`src/rtl/urf_pkg.sv`:
```
// rtl/urf_pkg.sv - shared types and default sizes for the register-array access controller
package urf_pkg;

    typedef enum logic [0:0] {
        URF_IDLE  = 1'b0,
        URF_CLEAR = 1'b1
    } urf_state_e;

    localparam int URF_NUM_REQ    = 4;
    localparam int URF_DATA_WIDTH = 8;
    localparam int URF_ADDR_WIDTH = 4;

endpackage

```
`src/rtl/urf_rr_arbiter.sv`:
```
// rtl/urf_rr_arbiter.sv - round-robin one-hot arbiter; search begins after the last accepted winner
module urf_rr_arbiter
    import urf_pkg::*;
#(
    parameter int NUM_REQ = URF_NUM_REQ
) (
    input  logic               clk,
    input  logic               rst,
    input  logic [NUM_REQ-1:0] req,
    input  logic               advance,
    output logic [NUM_REQ-1:0] grant
);

    localparam int IDX_W = $clog2(NUM_REQ);

    logic [IDX_W-1:0] last_grant_q;
    logic [IDX_W-1:0] last_grant_d;
    logic [IDX_W-1:0] win;
    logic [IDX_W-1:0] idx;
    logic             found;

    always_comb begin
        grant = '0;
        win   = last_grant_q;
        idx   = '0;
        found = 1'b0;
        for (int off = 1; off <= NUM_REQ; off++) begin
            idx = IDX_W'((int'(last_grant_q) + off) % NUM_REQ);
            if (!found && req[idx]) begin
                grant[idx] = 1'b1;
                win        = idx;
                found      = 1'b1;
            end
        end
        last_grant_d = advance ? win : last_grant_q;
    end

    // Resetting to the top index makes requester 0 the first in line.
    always_ff @(posedge clk or posedge rst) begin
        if (rst) begin
            last_grant_q <= IDX_W'(NUM_REQ - 1);
        end else begin
            last_grant_q <= last_grant_d;
        end
    end

endmodule

```
`src/rtl/urf_access_ctrl.sv`:
```
// rtl/urf_access_ctrl.sv - arbitrates requester reads/writes onto the register array and runs the clear sweep
module urf_access_ctrl
    import urf_pkg::*;
#(
    parameter int NUM_REQ    = URF_NUM_REQ,
    parameter int DATA_WIDTH = URF_DATA_WIDTH,
    parameter int ADDR_WIDTH = URF_ADDR_WIDTH
) (
    input  logic                          clk,
    input  logic                          rst,
    input  logic [NUM_REQ-1:0]            req_valid,
    input  logic [NUM_REQ-1:0]            req_write,
    input  logic [NUM_REQ*ADDR_WIDTH-1:0] req_addr,
    input  logic [NUM_REQ*DATA_WIDTH-1:0] req_wdata,
    output logic [NUM_REQ-1:0]            req_ready,
    output logic [NUM_REQ-1:0]            rsp_valid,
    output logic [DATA_WIDTH-1:0]         rsp_rdata,
    input  logic                          clr_start,
    output logic                          clr_done,
    output logic                          ctrl_busy,
    output logic                          arr_write_en,
    output logic                          arr_read_en,
    output logic [ADDR_WIDTH-1:0]         arr_write_addr,
    output logic [ADDR_WIDTH-1:0]         arr_read_addr,
    output logic [DATA_WIDTH-1:0]         arr_write_data,
    input  logic [DATA_WIDTH-1:0]         arr_read_data
);

    urf_state_e             state_q, state_d;
    logic [ADDR_WIDTH-1:0]  sweep_q, sweep_d;
    logic [NUM_REQ-1:0]     rsp_valid_q, rsp_valid_d;
    logic                   clr_done_q, clr_done_d;

    logic                   arb_en;
    logic [NUM_REQ-1:0]     grant;
    logic                   accept;
    logic                   sel_write;
    logic [ADDR_WIDTH-1:0]  sel_addr;
    logic [DATA_WIDTH-1:0]  sel_data;

    // Requests are hidden from the arbiter while sweeping, when a sweep is
    // being launched, and during reset so no grant leaks out.
    assign arb_en = (state_q == URF_IDLE) && !clr_start && !rst;

    urf_rr_arbiter #(
        .NUM_REQ (NUM_REQ)
    ) u_arb (
        .clk     (clk),
        .rst     (rst),
        .req     (req_valid & {NUM_REQ{arb_en}}),
        .advance (accept),
        .grant   (grant)
    );

    assign accept = |grant;

    always_comb begin
        sel_write = 1'b0;
        sel_addr  = '0;
        sel_data  = '0;
        for (int i = 0; i < NUM_REQ; i++) begin
            if (grant[i]) begin
                sel_write = req_write[i];
                sel_addr  = req_addr[i*ADDR_WIDTH +: ADDR_WIDTH];
                sel_data  = req_wdata[i*DATA_WIDTH +: DATA_WIDTH];
            end
        end
    end

    always_comb begin
        state_d        = state_q;
        sweep_d        = sweep_q;
        rsp_valid_d    = '0;
        clr_done_d     = 1'b0;
        ctrl_busy      = 1'b0;
        arr_write_en   = 1'b0;
        arr_read_en    = 1'b0;
        arr_write_addr = '0;
        arr_read_addr  = '0;
        arr_write_data = '0;
        case (state_q)
            URF_IDLE: begin
                if (clr_start) begin
                    state_d = URF_CLEAR;
                    sweep_d = '0;
                end else if (accept) begin
                    if (sel_write) begin
                        arr_write_en   = 1'b1;
                        arr_write_addr = sel_addr;
                        arr_write_data = sel_data;
                    end else begin
                        arr_read_en    = 1'b1;
                        arr_read_addr  = sel_addr;
                        rsp_valid_d    = grant;
                    end
                end
            end
            URF_CLEAR: begin
                ctrl_busy      = 1'b1;
                arr_write_en   = 1'b1;
                arr_write_addr = sweep_q;
                sweep_d        = sweep_q + ADDR_WIDTH'(1);
                if (sweep_q == {ADDR_WIDTH{1'b1}}) begin
                    state_d    = URF_IDLE;
                    clr_done_d = 1'b1;
                end
            end
            default: state_d = URF_IDLE;
        endcase
    end

    always_ff @(posedge clk or posedge rst) begin
        if (rst) begin
            state_q     <= URF_IDLE;
            sweep_q     <= '0;
            rsp_valid_q <= '0;
            clr_done_q  <= 1'b0;
        end else begin
            state_q     <= state_d;
            sweep_q     <= sweep_d;
            rsp_valid_q <= rsp_valid_d;
            clr_done_q  <= clr_done_d;
        end
    end

    assign req_ready = grant;
    assign rsp_valid = rsp_valid_q;
    assign rsp_rdata = arr_read_data;
    assign clr_done  = clr_done_q;

endmodule

```
`config.mk`:
```
export PLATFORM = sky130hd
export DESIGN_NAME = urf_access_ctrl
export DESIGN_NICKNAME = d
export VERILOG_FILES = /design/src/rtl/urf_pkg.sv /design/src/rtl/urf_rr_arbiter.sv /design/src/rtl/urf_access_ctrl.sv
export SDC_FILE = /design/constraint.sdc
export NUM_CORES = 1
export LEC_CHECK = 0
export ABC_AREA = 1
export CORE_MARGIN = 2
export CORE_UTILIZATION = 35
export CTS_CLUSTER_SIZE = 28
export DETAILED_ROUTE_END_ITERATION = 10
export DONT_BUFFER_PORTS = 1
export GPL_ROUTABILITY_DRIVEN = 0
export GPL_TIMING_DRIVEN = 0
export PLACE_DENSITY = 0.57
export SYNTH_ARGS = -nofsm -noshare
export SYNTH_HDL_FRONTEND = slang
export SYNTH_SLANG_ARGS = --single-unit
```
`constraint.sdc`:
```
create_clock -name clk -period 11.03 [get_ports clk]
set_input_delay 3.309 -clock clk [delete_from_list [all_inputs] [get_ports clk]]
set_output_delay 3.309 -clock clk [all_outputs]
set_load 0.005 [all_outputs]
```
Word level (Yosys, flattened, before mapping)

Index checks and enable logic that the tools add are counted.

Flip-flop bits (word level): 12
Input port bits: 67
Output and inout port bits: 36
Word-level logic and storage cells: 113

Add/sub/neg operators: 5
Magnitude comparators: 8
Equal/unequal tests: 2
Muxes and demuxes: 71
Bitwise operators: 5
Reduce and logical (&&, ||, !) cells: 17

Operators by type and width:

| cell                  | count |
|---|---|
| $mux W4               | 20 |
| $mux W8               | 8 |
| $mux W1               | 27 |
| $pmux W4 S2           | 2 |
| $lt A2 B3 Y1 const B  | 4 |
| $or A4 B4 Y4          | 3 |
| $logic_and A1 B1 Y1   | 9 |
| $bmux W1 S2           | 4 |
| $demux W1 S2          | 4 |
| $ge A2 B1 Y1 const B  | 4 |
| $mux W2               | 4 |
| $logic_not A1 Y1      | 5 |
| $add A2 B1 Y2 const B | 2 |
| $add A2 B2 Y2 const B | 2 |
| $add A4 B1 Y4 const B | 1 |
| $and A4 B4 Y4         | 1 |
| $eq A4 B4 Y1 const B  | 1 |
| $pmux W1 S2           | 2 |
| $reduce_bool A4 Y1    | 1 |
| $reduce_or A4 Y1      | 1 |
| $ne A2 B2 Y1 const B  | 1 |
| $reduce_and A2 Y1     | 1 |
| $not A1 Y1            | 1 |

Logic depth before layout (Yosys ltp)

Depth after elaboration: 24
Depth in mapped cells: 19
Mapped depth without buffers: 18

By module

From an unflattened synthesis, not the netlist that was laid out.

Cells, all modules: 279
Area, all modules: 1716.6 sq um

Modules (own cells, without submodules):

| module          | instances | cells each | area an instance (sq um) | seq. area each (sq um) |
|---|---|---|---|---|
| urf_access_ctrl | 1         | 186        | 1128.6                   | 250.2 |
| urf_rr_arbiter  | 1         | 93         | 588.1                    | 52.6 |

Worst setup path after synthesis

No wires, ideal clock.

Path kind: input port to output port
Start point: input rst
End point: output arr_write_data[0]
Arrival time: 4.926 ns
Data required time: 7.721 ns
Path slack: 2.795 ns
Stages: 16
Path buffers: 1
Path through: inv_2 nand4_1 nand3_2 nand2_4 nand2_2 inv_1 nand2_1 nand2_2 nor2_4 nand2_4 inv_4 nand3_4 nand2_2 o21ai_4 buf_6 nor2_1

Longest elaborated chain between the ends: 23
Elaborated cells between the ends (all ways): 40
Classes of those cells: mux: 27; bitwise: 4; reduce/logical: 9

RTL lines:

| element                                                 | RTL line              | source |
|---|---|---|
| start: declaration                                      | urf_access_ctrl.sv:10 | `input logic rst,` |
| $logic_not A1 Y1 (no source line) (*)                   | n/a                   |  |
| $logic_and A1 B1 Y1 (*)                                 | urf_access_ctrl.sv:43 | `assign arb_en = (state_q == URF_IDLE) && !clr_start && !rst;` |
| $and A4 B4 Y4 (*)                                       | urf_access_ctrl.sv:50 | `.req (req_valid & {NUM_REQ{arb_en}}),` |
| $bmux W1 S2                                             | urf_rr_arbiter.sv:29  | `if (!found && req[idx]) begin` |
| $mux W1 (implied by the code)                           | urf_rr_arbiter.sv:29  |  |
| $mux W1                                                 | urf_rr_arbiter.sv:29  |  |
| $logic_not A1 Y1                                        | urf_rr_arbiter.sv:29  |  |
| $logic_and A1 B1 Y1                                     | urf_rr_arbiter.sv:29  |  |
| [... 4 more ...]                                        | n/a                   |  |
| $logic_not A1 Y1                                        | urf_rr_arbiter.sv:29  |  |
| $logic_and A1 B1 Y1                                     | urf_rr_arbiter.sv:29  |  |
| $mux W4 (*)                                             | urf_rr_arbiter.sv:29  |  |
| $mux W8 / $mux W1 (equally long branches) (4 in series) | urf_access_ctrl.sv:62 | `if (grant[i]) begin` |
| $mux W8                                                 | urf_access_ctrl.sv:87 | `if (sel_write) begin` |
| $mux W8 (*)                                             | urf_access_ctrl.sv:86 | `end else if (accept) begin` |
| $mux W8 (*)                                             | urf_access_ctrl.sv:83 | `if (clr_start) begin` |
| $mux W8 (*)                                             | urf_access_ctrl.sv:81 | `case (state_q)` |
| end: declaration                                        | urf_access_ctrl.sv:25 | `output logic [DATA_WIDTH-1:0] arr_write_data,` |

Every way passes the cells marked *; elsewhere a longest branch is shown, timed or not. The select of a mux whose other input is x is not followed.

Final worst setup path

Start point: input rst
End point: output arr_write_addr[3]

Longest elaborated chain between the ends: 23
Elaborated cells between the ends (all ways): 40
Classes of those cells: mux: 27; bitwise: 4; reduce/logical: 9

RTL lines:

| element                                                 | RTL line              | source |
|---|---|---|
| $logic_not A1 Y1 (no source line) (*)                   | n/a                   |  |
| $logic_and A1 B1 Y1 (*)                                 | urf_access_ctrl.sv:43 |  |
| $and A4 B4 Y4 (*)                                       | urf_access_ctrl.sv:50 |  |
| $bmux W1 S2                                             | urf_rr_arbiter.sv:29  |  |
| $mux W1 (implied by the code)                           | urf_rr_arbiter.sv:29  |  |
| $mux W1                                                 | urf_rr_arbiter.sv:29  |  |
| $logic_not A1 Y1                                        | urf_rr_arbiter.sv:29  |  |
| $logic_and A1 B1 Y1                                     | urf_rr_arbiter.sv:29  |  |
| [... 4 more ...]                                        | n/a                   |  |
| $logic_not A1 Y1                                        | urf_rr_arbiter.sv:29  |  |
| $logic_and A1 B1 Y1                                     | urf_rr_arbiter.sv:29  |  |
| $mux W4 (*)                                             | urf_rr_arbiter.sv:29  |  |
| $mux W4 / $mux W1 (equally long branches) (4 in series) | urf_access_ctrl.sv:62 |  |
| $mux W4                                                 | urf_access_ctrl.sv:87 |  |
| $mux W4 (*)                                             | urf_access_ctrl.sv:86 |  |
| $mux W4 (*)                                             | urf_access_ctrl.sv:83 |  |
| $pmux W4 S2 (*)                                         | urf_access_ctrl.sv:81 |  |
| end: declaration                                        | urf_access_ctrl.sv:23 | `output logic [ADDR_WIDTH-1:0] arr_write_addr,` |

Marks and branches as above.

==> out/results.txt <==
result of the run: complete, no violations
CTS tree: built
max-slew violation count: 0
crit path DAT: 5.32 ns
number of synthesized flops with an enable pin: 0
Slew headroom: 0.7450
setup TNS: 0 ns
Root Driver: clkbuf_8
worst setup path category: in -> out
post-DP HPWL: 3711 um
H-tree level count: 1
height of the chip: 73.65 um
Skew-Pair Late Insertion Delay: 0.24 ns
die area: 5424 um2
Final min period: 8.631 ns
initial antenna violation count: 0
grt met3 use: 0.02881
Yosys top cell area share: 0.1746
DR vias/cell: 5.085
Final ANT Viol Nets: 0
CTS Buf Count: 3
Post-synth top cells: 79 x nand2_1, 40 x nor2_1, 24 x nand3_1, 17 x inv_1, 13 x a21oi_1
ys async rst share: 1.000
prevailing post-synth register cell: dfrtp_1
Syn Inst Count: 271
cells resized by post-CTS repair: 0
most common cell in the netlist: nand2_1
critical path's slowest cell: a21oi_2
P&R area growth vs syn: 7.222%
Post-CTS Hold Fix Bufs: 0
Yosys top cell by area: nand2_1
share of cells above drive strength 1: 0.1927
DRT iter0 DRCs: 124
Max Clock Skew: 0.003801 ns
CTS Sinks: 12
post-CTS setup buffer count: 0
synth unique cells: 33
# fillers: 523
Post-Synth Adder-Cell Area: 0.06632
Post-Syn Area: 1698 um2
crit-path cells: inv_2, nand4_1, nand2_1, nand2_1, nand2_2, nand3_2, nor2_1, nor2_1, nand2_1, nand2_1, nand2_1, nand3_4, a21oi_2, nand2_1, nand2_1
FMAX: 115.9 MHz
Seq/Total Area, Yosys: 0.1783
IO Port Bufs: 0
Synth Area in Compound Gates: 0.1275
Max clock buf depth: 2
Seq cells post-synth: 12
clock-pin slew on the worst setup and hold paths: 0.05 ns
largest family of logic cells by synthesized area: simple AND/OR/NAND/NOR gates
RSZ-0062 raised after global routing: false
family with the most delay on the worst path: simple AND/OR/NAND/NOR gates
Pleak: 0.9575 nW
post-synth net total: 347
CP startpoint kind: input port
Synth Area in Simple Gates: 0.4989
GRT overflow: 0
first-pass GRT wire length: 6837 um
DR vias: 1673
Area contributors post-synth: nand2_1 17%, dfrtp_1 15%, nor2_1 8.8%, nand3_1 7.1%, ha_1 6.6%
row cnt: 25
Die X: 73.65 um
Critical Path Fanout Max: 20
fin cells: 329
Slew @ Worst Pin: 0.3825 ns
GR Util All Layers: 0.1594
multiplexer share of the synthesized area: 0
crit-path max cell delay: 0.29 ns
final wirelength: 4518 um
core area: 4692 um2
Diodes inserted: 0
Pre-antenna DRT Iters: 4
vias in the first global route: 1480
max_cap viols: 0
critical path buffer and inverter count: 1
final setup violation count: 0
YS warnings: 0
Syn Area/Cell: 6.265 um2
placed cells: 325
WHS: 0.4876 ns
final hold violation count: 0
worst hold path type: reg -> reg
GR peak layer: met2
worst path required time: 7.72 ns
PD cells: 316.3 nW/um2
Total Nets Final: 352
VDD IR max: 0.00008451 V
met1 usage: 0.2210
WL per Instance: 13.73 um
met2 Usage GRT: 0.2560
DRC: 0
# IOs: 103
Initial Util: 0.3619
largest net degree at the start of global routing: 21
fraction of synthesized cell area in xor and xnor cells: 0
Final Cycle Share: 0.7825
crit-path most repeated cell: nand2_1
Setup crit end kind: primary output
per-stage QoR:
| step | total power [W] | setup WS (ns) | area [um2] | util |
|---|---|---|---|---|
| floorplan | 0.0004439 | 2.795 | 1698 | - |
| global placement | 0.0005295 | 2.381 | 1765 | 0.3763 |
| detailed placement | 0.0005326 | 2.363 | 1765 | 0.3763 |
| CTS | 0.0005822 | 2.352 | 1821 | 0.3880 |
| global route | 0.0006447 | 2.084 | 1821 | 0.3880 |
| finish | 0.0005758 | 2.399 | 1821 | 0.3880 |
registers in the layout, indices dropped and copies added, names as in the netlist:
name,flops
u_arb.last_grant_q,2
clr_done,1
state_q,1
rsp_valid,4
sweep_q,4
layout by cell type (no fill, tap or decap), drive strengths merged, types with 6 or more instances in the layout:
| cell type | instances |
|---|---|
| nand2 | 88 |
| nand3 | 29 |
| nand4 | 12 |
| dfrtp | 10 |
| buf | 17 |
| ha | 9 |
| a21oi | 16 |
| a21boi | 8 |
| nor2 | 46 |
| o21ai | 6 |
| inv | 22 |
power by group:
part           total [W]  switching [W]  internal (W)  leakage [nW]
Sequential     0.0000888      0.0000232     0.0000656         0.146
Clock          0.0000471      0.0000156     0.0000315        0.0288
Combinational   0.000440       0.000284      0.000156         0.782
per-layer routing:
layer,part of all wire,routed length [um],up-vias
met2,0.47,2130,69
met3,0.069,314,5
met5,0,0,-
met4,0.0080,36,0
met1,0.45,2037,725
li1,-,-,874
path summary, 6_finish.rpt:
kind	slack, ns	depth (start not counted)	end	startpoint
worst max-delay path	2.40	15	arr_write_addr[3]	rst
max in group asynchronous	7.81	1	u_arb.last_grant_q[0]	rst
worst min-delay path	0.49	1	sweep_q[3]	sweep_q[3]
min in group asynchronous	2.92	1	rsp_valid[3]	rst
worst min register to register	0.49	1	sweep_q[3]	sweep_q[3]
worst max register to register	8.15	14	rsp_valid[2]	u_arb.last_grant_q[1]
kinds of logic after synthesis:
| logic type | count (synthesis) |
|---|---|
| DFF | 12 |
| adders and majority gates | 9 |
| buffers and inverters | 41 |
| and+or+nand+nor | 177 |
| AOI/OAI and AO/OA | 32 |
final cells by class:
| class | count | area, um2 | share of cell area |
|---|---|---|---|
| well taps | 54 | 67.56 | 0.03711 |
| plain buffers | 18 | 130.1 | 0.07148 |
| clock buffers | 4 | 55.05 | 0.03024 |
| multi-input cells | 218 | 1176 | 0.6460 |
| inverters | 23 | 88.84 | 0.04880 |
| flip-flops and latches | 12 | 302.8 | 0.1663 |
Note: power is estimated with default switching activity, not from simulation.
